File: config.mk
export PLATFORM = sky130hd
export DESIGN_NAME = tiny_dnn_axil_seq
export DESIGN_NICKNAME = d
export VERILOG_FILES = /design/src/rtl/tiny_dnn_pkg.sv /design/src/rtl/tiny_dnn_axil_wr_chan.sv /design/src/rtl/tiny_dnn_axil_seq.sv
export SDC_FILE = /design/constraint.sdc
export NUM_CORES = 1
export LEC_CHECK = 0
export CAP_MARGIN = 10
export CORE_MARGIN = 2
export CORE_UTILIZATION = 34
export CTS_CLUSTER_SIZE = 25
export DETAILED_ROUTE_END_ITERATION = 6
export PLACE_DENSITY = 0.6
export SETUP_SLACK_MARGIN = 0.05
export SLEW_MARGIN = 25
export SYNTH_ARGS = -nofsm -noshare
export SYNTH_HDL_FRONTEND = slang
export SYNTH_SLANG_ARGS = --single-unit
export TNS_END_PERCENT = 10
File: constraint.sdc
create_clock -name M_AXI_ACLK -period 3.1 [get_ports M_AXI_ACLK]
set_input_delay 0.62 -clock M_AXI_ACLK [delete_from_list [all_inputs] [get_ports M_AXI_ACLK]]
set_output_delay 0.62 -clock M_AXI_ACLK [all_outputs]
set_load 0.02 [all_outputs]
File: src/rtl/tiny_dnn_pkg.sv
// Shared definitions for the tiny DNN AXI-Lite sequencer: opcodes, FSM states,
// register-map constants and the write-address encoder.
package tiny_dnn_pkg;
    localparam int          IDX_W    = 13;
    localparam int          DATA_W   = 16;
    localparam logic [31:0] MAC_BASE = 32'h0000_8000;
    localparam logic        OP_LOAD  = 1'b0;
    localparam logic        OP_DOT   = 1'b1;

    typedef enum logic [3:0] {
        S_IDLE,
        S_PRE_AR,
        S_PRE_R,
        S_FETCH,
        S_WR,
        S_WB,
        S_POST_AR,
        S_POST_R,
        S_RESULT
    } state_t;

    // The op bit lands on address bit 15, so DOT writes fall in the MAC window.
    function automatic logic [31:0] wr_addr(input logic op, input logic [IDX_W-1:0] idx);
        return {16'h0000, op, idx, 2'b00};
    endfunction
endpackage

File: src/rtl/tiny_dnn_axil_wr_chan.sv
// AXI-Lite write channel helper: raises AW and W together on start, retires
// each VALID independently, then waits for the write response.
module tiny_dnn_axil_wr_chan (
    input  logic M_AXI_ACLK,
    input  logic M_AXI_ARESET,
    input  logic start,
    output logic awvalid,
    input  logic awready,
    output logic wvalid,
    input  logic wready,
    input  logic bvalid,
    output logic bready,
    output logic addr_done,
    output logic done
);
    logic aw_fin;
    logic w_fin;

    assign aw_fin    = !awvalid || awready;
    assign w_fin     = !wvalid || wready;
    assign addr_done = (awvalid || wvalid) && aw_fin && w_fin;
    assign done      = bready && bvalid;

    always_ff @(posedge M_AXI_ACLK) begin
        if (M_AXI_ARESET) begin
            awvalid <= 1'b0;
            wvalid  <= 1'b0;
            bready  <= 1'b0;
        end else if (start) begin
            awvalid <= 1'b1;
            wvalid  <= 1'b1;
        end else begin
            if (awvalid && awready) awvalid <= 1'b0;
            if (wvalid && wready)   wvalid  <= 1'b0;
            if (addr_done)          bready  <= 1'b1;
            else if (done)          bready  <= 1'b0;
        end
    end
endmodule

File: src/rtl/tiny_dnn_axil_seq.sv
// AXI-Lite master sequencing LOAD (weight writes) and DOT (MAC writes bracketed
// by accumulator reads) commands towards the weight-RAM/MAC slave.
//
// state     | meaning
// ----------+-----------------------------------------------
// IDLE      | waiting for a command
// PRE_AR    | DOT: issue accumulator read before the burst
// PRE_R     | DOT: capture pre-burst accumulator value
// FETCH     | take next operand or finish when i == len
// WR        | AW and W in flight
// WB        | waiting for write response
// POST_AR   | DOT: issue accumulator read after the burst
// POST_R    | DOT: capture post-burst value, form the delta
// RESULT    | present delta until res_ready
module tiny_dnn_axil_seq
    import tiny_dnn_pkg::*;
(
    input  logic              M_AXI_ACLK,
    input  logic              M_AXI_ARESET,
    input  logic              cmd_valid,
    output logic              cmd_ready,
    input  logic              cmd_op,
    input  logic [IDX_W-1:0]  cmd_base,
    input  logic [IDX_W-1:0]  cmd_len,
    input  logic              din_valid,
    output logic              din_ready,
    input  logic [DATA_W-1:0] din_data,
    output logic              res_valid,
    input  logic              res_ready,
    output logic [DATA_W-1:0] res_data,
    output logic              busy,
    output logic [31:0]       M_AXI_AWADDR,
    output logic              M_AXI_AWVALID,
    input  logic              M_AXI_AWREADY,
    output logic [31:0]       M_AXI_WDATA,
    output logic [3:0]        M_AXI_WSTRB,
    output logic              M_AXI_WVALID,
    input  logic              M_AXI_WREADY,
    input  logic [1:0]        M_AXI_BRESP,
    input  logic              M_AXI_BVALID,
    output logic              M_AXI_BREADY,
    output logic [31:0]       M_AXI_ARADDR,
    output logic              M_AXI_ARVALID,
    input  logic              M_AXI_ARREADY,
    input  logic [31:0]       M_AXI_RDATA,
    input  logic [1:0]        M_AXI_RRESP,
    input  logic              M_AXI_RVALID,
    output logic              M_AXI_RREADY
);
    localparam logic [IDX_W-1:0] IDX_ONE = {{(IDX_W-1){1'b0}}, 1'b1};

    state_t              state, state_nx;
    logic                op_q;
    logic [IDX_W-1:0]    base_q, len_q, idx_cnt;
    logic [DATA_W-1:0]   pre_q, res_q, wdata_q;
    logic [31:0]         awaddr_q;
    logic                wr_start, wr_addr_done, wr_done;
    logic                unused_in;

    assign unused_in = ^{M_AXI_BRESP, M_AXI_RRESP, M_AXI_RDATA[31:DATA_W]};

    tiny_dnn_axil_wr_chan u_wr_chan (
        .M_AXI_ACLK   (M_AXI_ACLK),
        .M_AXI_ARESET (M_AXI_ARESET),
        .start        (wr_start),
        .awvalid      (M_AXI_AWVALID),
        .awready      (M_AXI_AWREADY),
        .wvalid       (M_AXI_WVALID),
        .wready       (M_AXI_WREADY),
        .bvalid       (M_AXI_BVALID),
        .bready       (M_AXI_BREADY),
        .addr_done    (wr_addr_done),
        .done         (wr_done)
    );

    always_ff @(posedge M_AXI_ACLK) begin
        if (M_AXI_ARESET) state <= S_IDLE;
        else              state <= state_nx;
    end

    always_comb begin
        state_nx      = state;
        wr_start      = 1'b0;
        cmd_ready     = (state == S_IDLE);
        din_ready     = 1'b0;
        res_valid     = 1'b0;
        M_AXI_ARVALID = 1'b0;
        M_AXI_RREADY  = 1'b0;
        case (state)
            S_IDLE: if (cmd_valid) state_nx = (cmd_op == OP_DOT) ? S_PRE_AR : S_FETCH;
            S_PRE_AR: begin
                M_AXI_ARVALID = 1'b1;
                if (M_AXI_ARREADY) state_nx = S_PRE_R;
            end
            S_PRE_R: begin
                M_AXI_RREADY = 1'b1;
                if (M_AXI_RVALID) state_nx = S_FETCH;
            end
            S_FETCH: begin
                if (idx_cnt == len_q) begin
                    state_nx = (op_q == OP_DOT) ? S_POST_AR : S_IDLE;
                end else begin
                    din_ready = 1'b1;
                    if (din_valid) begin
                        wr_start = 1'b1;
                        state_nx = S_WR;
                    end
                end
            end
            S_WR: if (wr_addr_done) state_nx = S_WB;
            S_WB: if (wr_done) state_nx = S_FETCH;
            S_POST_AR: begin
                M_AXI_ARVALID = 1'b1;
                if (M_AXI_ARREADY) state_nx = S_POST_R;
            end
            S_POST_R: begin
                M_AXI_RREADY = 1'b1;
                if (M_AXI_RVALID) state_nx = S_RESULT;
            end
            S_RESULT: begin
                res_valid = 1'b1;
                if (res_ready) state_nx = S_IDLE;
            end
            default: state_nx = S_IDLE;
        endcase
    end

    // WDATA is held from operand accept until the next one: the slave samples it at B.
    always_ff @(posedge M_AXI_ACLK) begin
        if (M_AXI_ARESET) begin
            op_q     <= OP_LOAD;
            base_q   <= '0;
            len_q    <= '0;
            idx_cnt  <= '0;
            pre_q    <= '0;
            res_q    <= '0;
            wdata_q  <= '0;
            awaddr_q <= '0;
        end else begin
            if (state == S_IDLE && cmd_valid) begin
                op_q    <= cmd_op;
                base_q  <= cmd_base;
                len_q   <= cmd_len;
                idx_cnt <= '0;
            end
            if (state == S_PRE_R && M_AXI_RVALID) pre_q <= M_AXI_RDATA[DATA_W-1:0];
            if (wr_start) begin
                awaddr_q <= wr_addr(op_q, base_q + idx_cnt);
                wdata_q  <= din_data;
            end
            if (wr_done) idx_cnt <= idx_cnt + IDX_ONE;
            if (state == S_POST_R && M_AXI_RVALID) res_q <= M_AXI_RDATA[DATA_W-1:0] - pre_q;
        end
    end

    assign busy         = (state != S_IDLE);
    assign res_data     = res_q;
    assign M_AXI_AWADDR = awaddr_q;
    assign M_AXI_WDATA  = {{(32-DATA_W){1'b0}}, wdata_q};
    assign M_AXI_WSTRB  = 4'hF;
    assign M_AXI_ARADDR = M_AXI_ARVALID ? MAC_BASE : 32'h0;
endmodule

==> run metrics <==
outcome=complete, no violations; number of buffers inserted by port buffering=124; count of flip-flops with a built-in enable after synthesis=0; required time at the endpoint of the critical path=roughly 3400 ps; number of DRC violations after detailed-routing iteration 0=~220; number of instances in the placed design=1105; number of antenna repair diodes=0; number of hold-repair buffers added at the cts stage=0; data arrival time of the critical path=approximately 3000 ps; area of all placed cells without fillers=0.00756 sq mm; largest net degree at the start of global routing=a little under 90; final period utilization=0.884; routing usage on met1=0.217; Tot Pwr=approximately 4.3 mW; remaining number of nets flagged by the antenna check after routing=0; worst setup slack before clock tree synthesis=-6.78 ps; ordered cell list for the critical path=clkdlybuf4s50_1, inv_1, ha_1, fa_1, nand2b_1, a21oi_1, o21ai_0, nand3_1, a41oi_1, xor2_1, o31ai_1; busiest metal layer after global routing=met2; combined global-route utilization of all metal layers=0.161; switching power of the nets=1.52 mW; DR pass1 iterations=4; standard cell with the maximum stage delay on the critical path=clkdlybuf4s50_1; H-tree depth=3; worst hold slack=about 450 ps; setup slack on the worst flop-to-flop path=540 ps; routed via count=5233; Post-synth top flop=dfxtp_1; type of the worst setup path=input port to flop; internal power component=approximately 2.7 mW; final critical delay including setup and external delays=2740 ps; TritonCTS clock tree=done; root buffer selected by CTS=clkbuf_16; top cells by area, synth=dfxtp_1 36%, nand2_1 11%, buf_4 8.7%; register share of total power=0.386; unrepaired setup endpoints after global routing=no; count of boundary I/O pins=about 210; leakage component of the power=2.97 nW; wire length of the first global-routing pass=~24000 um; maximum achievable frequency=365 MHz; switching share of power=0.357; slew of the pin with the lowest slew margin=683 ps; source-to-sink clock delay at the later pin of the worst-skew pair=between 300 and 400 ps; cell count after synthesis=between 700 and 800; worst relative slew slack=0.545; CP peak stage delay=approximately 480 ps; Sink Count=~110; Area growth, synth to finish=25.4%; Core ar.=between 0.015 and 0.02 sq mm; areal power density over the cells=between 500 and 600 mW/mm^2; Filler Cells Inserted=~1.8k; number of hold violations in the final report=0; number of global-route vias before repair=approximately 4.7k; most common library cell in the layout ignoring fill and taps=nand2_1; half-perimeter wire length of the detailed placement result=approximately 11000 um; via density per instance=roughly 4.7; Worst-path clk slew=around 80 ps; FF+latch count, synth=approximately 110; Avg WL per Cell=between 10 and 15 um; highest-count cells in the layout ignoring fill and taps=176 x nand2_1, 122 x clkdlybuf4s50_1, 109 x dfxtp_1; setup clock skew after layout=around 10 ps; detailed-route wire length=around 15000 um; fraction of layout instances using a drive strength above 1=0.0468; overall die area=0.0188 sq mm; Max Root-Sink Buffers=2; largest vdd supply drop=around 0.00048 V; routability cong.=approximately 0.82; combinational group share of total power=0.325; kind of launch point of the worst setup path=input port; post-detailed-placement cell area=0.00723 sq mm; Synth top area share=0.362; Final setup viols=0; final cell count without fillers=1123; row cnt=48; Syn Std Cell Area=approximately 0.0060 sq mm; Synth Area per Inst=roughly 7.7 sq um; Global Route met2 Usage=0.250; fin worst setup slack=358 ps; die extent in y=approximately 140 um; async set-or-reset flop fraction in the synthesized netlist=0; Crit. End Element=flop; Yosys cell types=53; largest area contributor in the synthesized netlist=dfxtp_1; number of CTS-inserted buffers=9; fraction of the yosys area taken by sequential cells=0.362; proportion of power drawn by the clock network=0.289; maximum net fanout on the critical path=4; final net count=roughly 1k; count of unresolved DRC violations after routing=0; chip width=about 140 um; starting density of the core=0.349; number of antenna violations at the first check in global routing=0; Synth Warn #=0; number of max-cap violations=0; met3 demand-to-capacity share in global routing=0.0430; HP Class=flop to flop; total congestion overflow after global routing=0; number of pins exceeding their max-slew limit in the final report=0
-- per-stage QoR --
| step | setup TNS [ps] | util |
|---|---|---|
| floorplan | 0 | - |
| global placement | 0 | 0.418 |
| detailed placement | -6.78 | 0.418 |
| CTS | 0 | 0.437 |
| global route | 0 | 0.437 |
| finish | 0 | 0.437 |
-- synth_stat cells, types with 3 or more instances --
library cell and n:
o21a_1 3, ha_1 28, inv_1 30, dfxtp_1 109
o211ai_1 3, nor2b_1 4, and2_1 4, or3_1 7
nand2b_1 5, xor2_1 17, o2111ai_1 3, o21ai_0 16
nand3_1 13, nor4_1 4, a21oi_1 101, clkbuf_1 23
a311oi_1 5, buf_4 70, nand2_1 176, a21o_1 11
a31oi_1 4, nor2_1 46, buf_2 8, nand4_1 4
a211oi_1 5, nand3b_1 3, and3_1 5, xnor2_1 24
nor3_1 10, clkbuf_8 3, o31ai_1 6
-- layer usage --
| layer | up-vias | wire length [um] | share of wire |
|---|---|---|---|
| li1 | 2708 | - | - |
| met1 | 2374 | 7270 | 0.48 |
| met2 | 140 | 6540 | 0.43 |
| met3 | 11 | 1090 | 0.072 |
| met4 | 0 | 186 | 0.012 |
| met5 | - | 0 | 0 |
-- power groups by stage --
stage | logic [mW] | clock network [mW] | registers, mW
after detailed placement | 1.38 | 0 | 1.68
after floorplan | 1.04 | 0 | 1.64
after global routing | 1.56 | 1.32 | 1.67
after CTS | 1.39 | 1.28 | 1.65
final | 1.38 | 1.23 | 1.65
after global placement | 1.38 | 0 | 1.67
-- state kept, by name (all words and copies together) (netlist names) --
signal / cells
res_data: 16
base_q: 13
pre_q: 16
M_AXI_AWADDR: 14
u_wr_chan.wvalid: 1
idx_cnt: 13
op_q: 1
wdata_q: 16
u_wr_chan.awvalid: 1
state: 4
u_wr_chan.bready: 1
len_q: 13
-- area by class of cell --
cell class              count  area, sq um  area share
multi-input cells         602         3290       0.435
flip-flops and latches    109         2180       0.289
repair buffers            141         1380       0.183
well taps                 225          282      0.0372
clock buffers               9          225      0.0298
inverters                  30          113      0.0149
clock inverters             7         91.3      0.0121
-- final timing paths --
path,cells after the start,start,to
max,11,M_AXI_RDATA[0],res_data[14]
min,2,M_AXI_AWADDR[10],M_AXI_AWADDR[10]
max reg2reg,10,idx_cnt[0],M_AXI_AWADDR[10]
min reg2reg,2,M_AXI_AWADDR[10],M_AXI_AWADDR[10]
-- what timing repair did --
item / in CTS / in global routing
cloned: 0 / 0
resized for setup: 0 / 1
buffers inserted: 1 / 1
pin swaps: 2 / 1
setup endpoints to repair: 1 / 1
-- cell families (layout without fill, tap and decap cells) --
| group | count (synthesis) | after routing | share of synthesized area |
|---|---|---|---|
| other cells | 2 | 69 | 0.00125 |
| mux | 1 | 1 | 0.00166 |
| compound gates | 174 | 174 | 0.173 |
| xor+xnor | 41 | 41 | 0.0595 |
| simple gates | 287 | 287 | 0.203 |
| buf+inv | 135 | 187 | 0.135 |
| flops | 109 | 109 | 0.362 |
| fa+ha+maj | 30 | 30 | 0.0647 |
-- critical path, delay by kind of cell --
| family | cells | cell delay, ps |
|---|---|---|
| AO/OA/AOI/OAI | 4 | 760 |
| XOR/XNOR | 1 | 170 |
| adder cells (fa/ha/maj) | 2 | 620 |
| buffers and inverters | 2 | 530 |
| AND/OR/NAND/NOR | 2 | 320 |
Power figures use the tool's default switching activity.
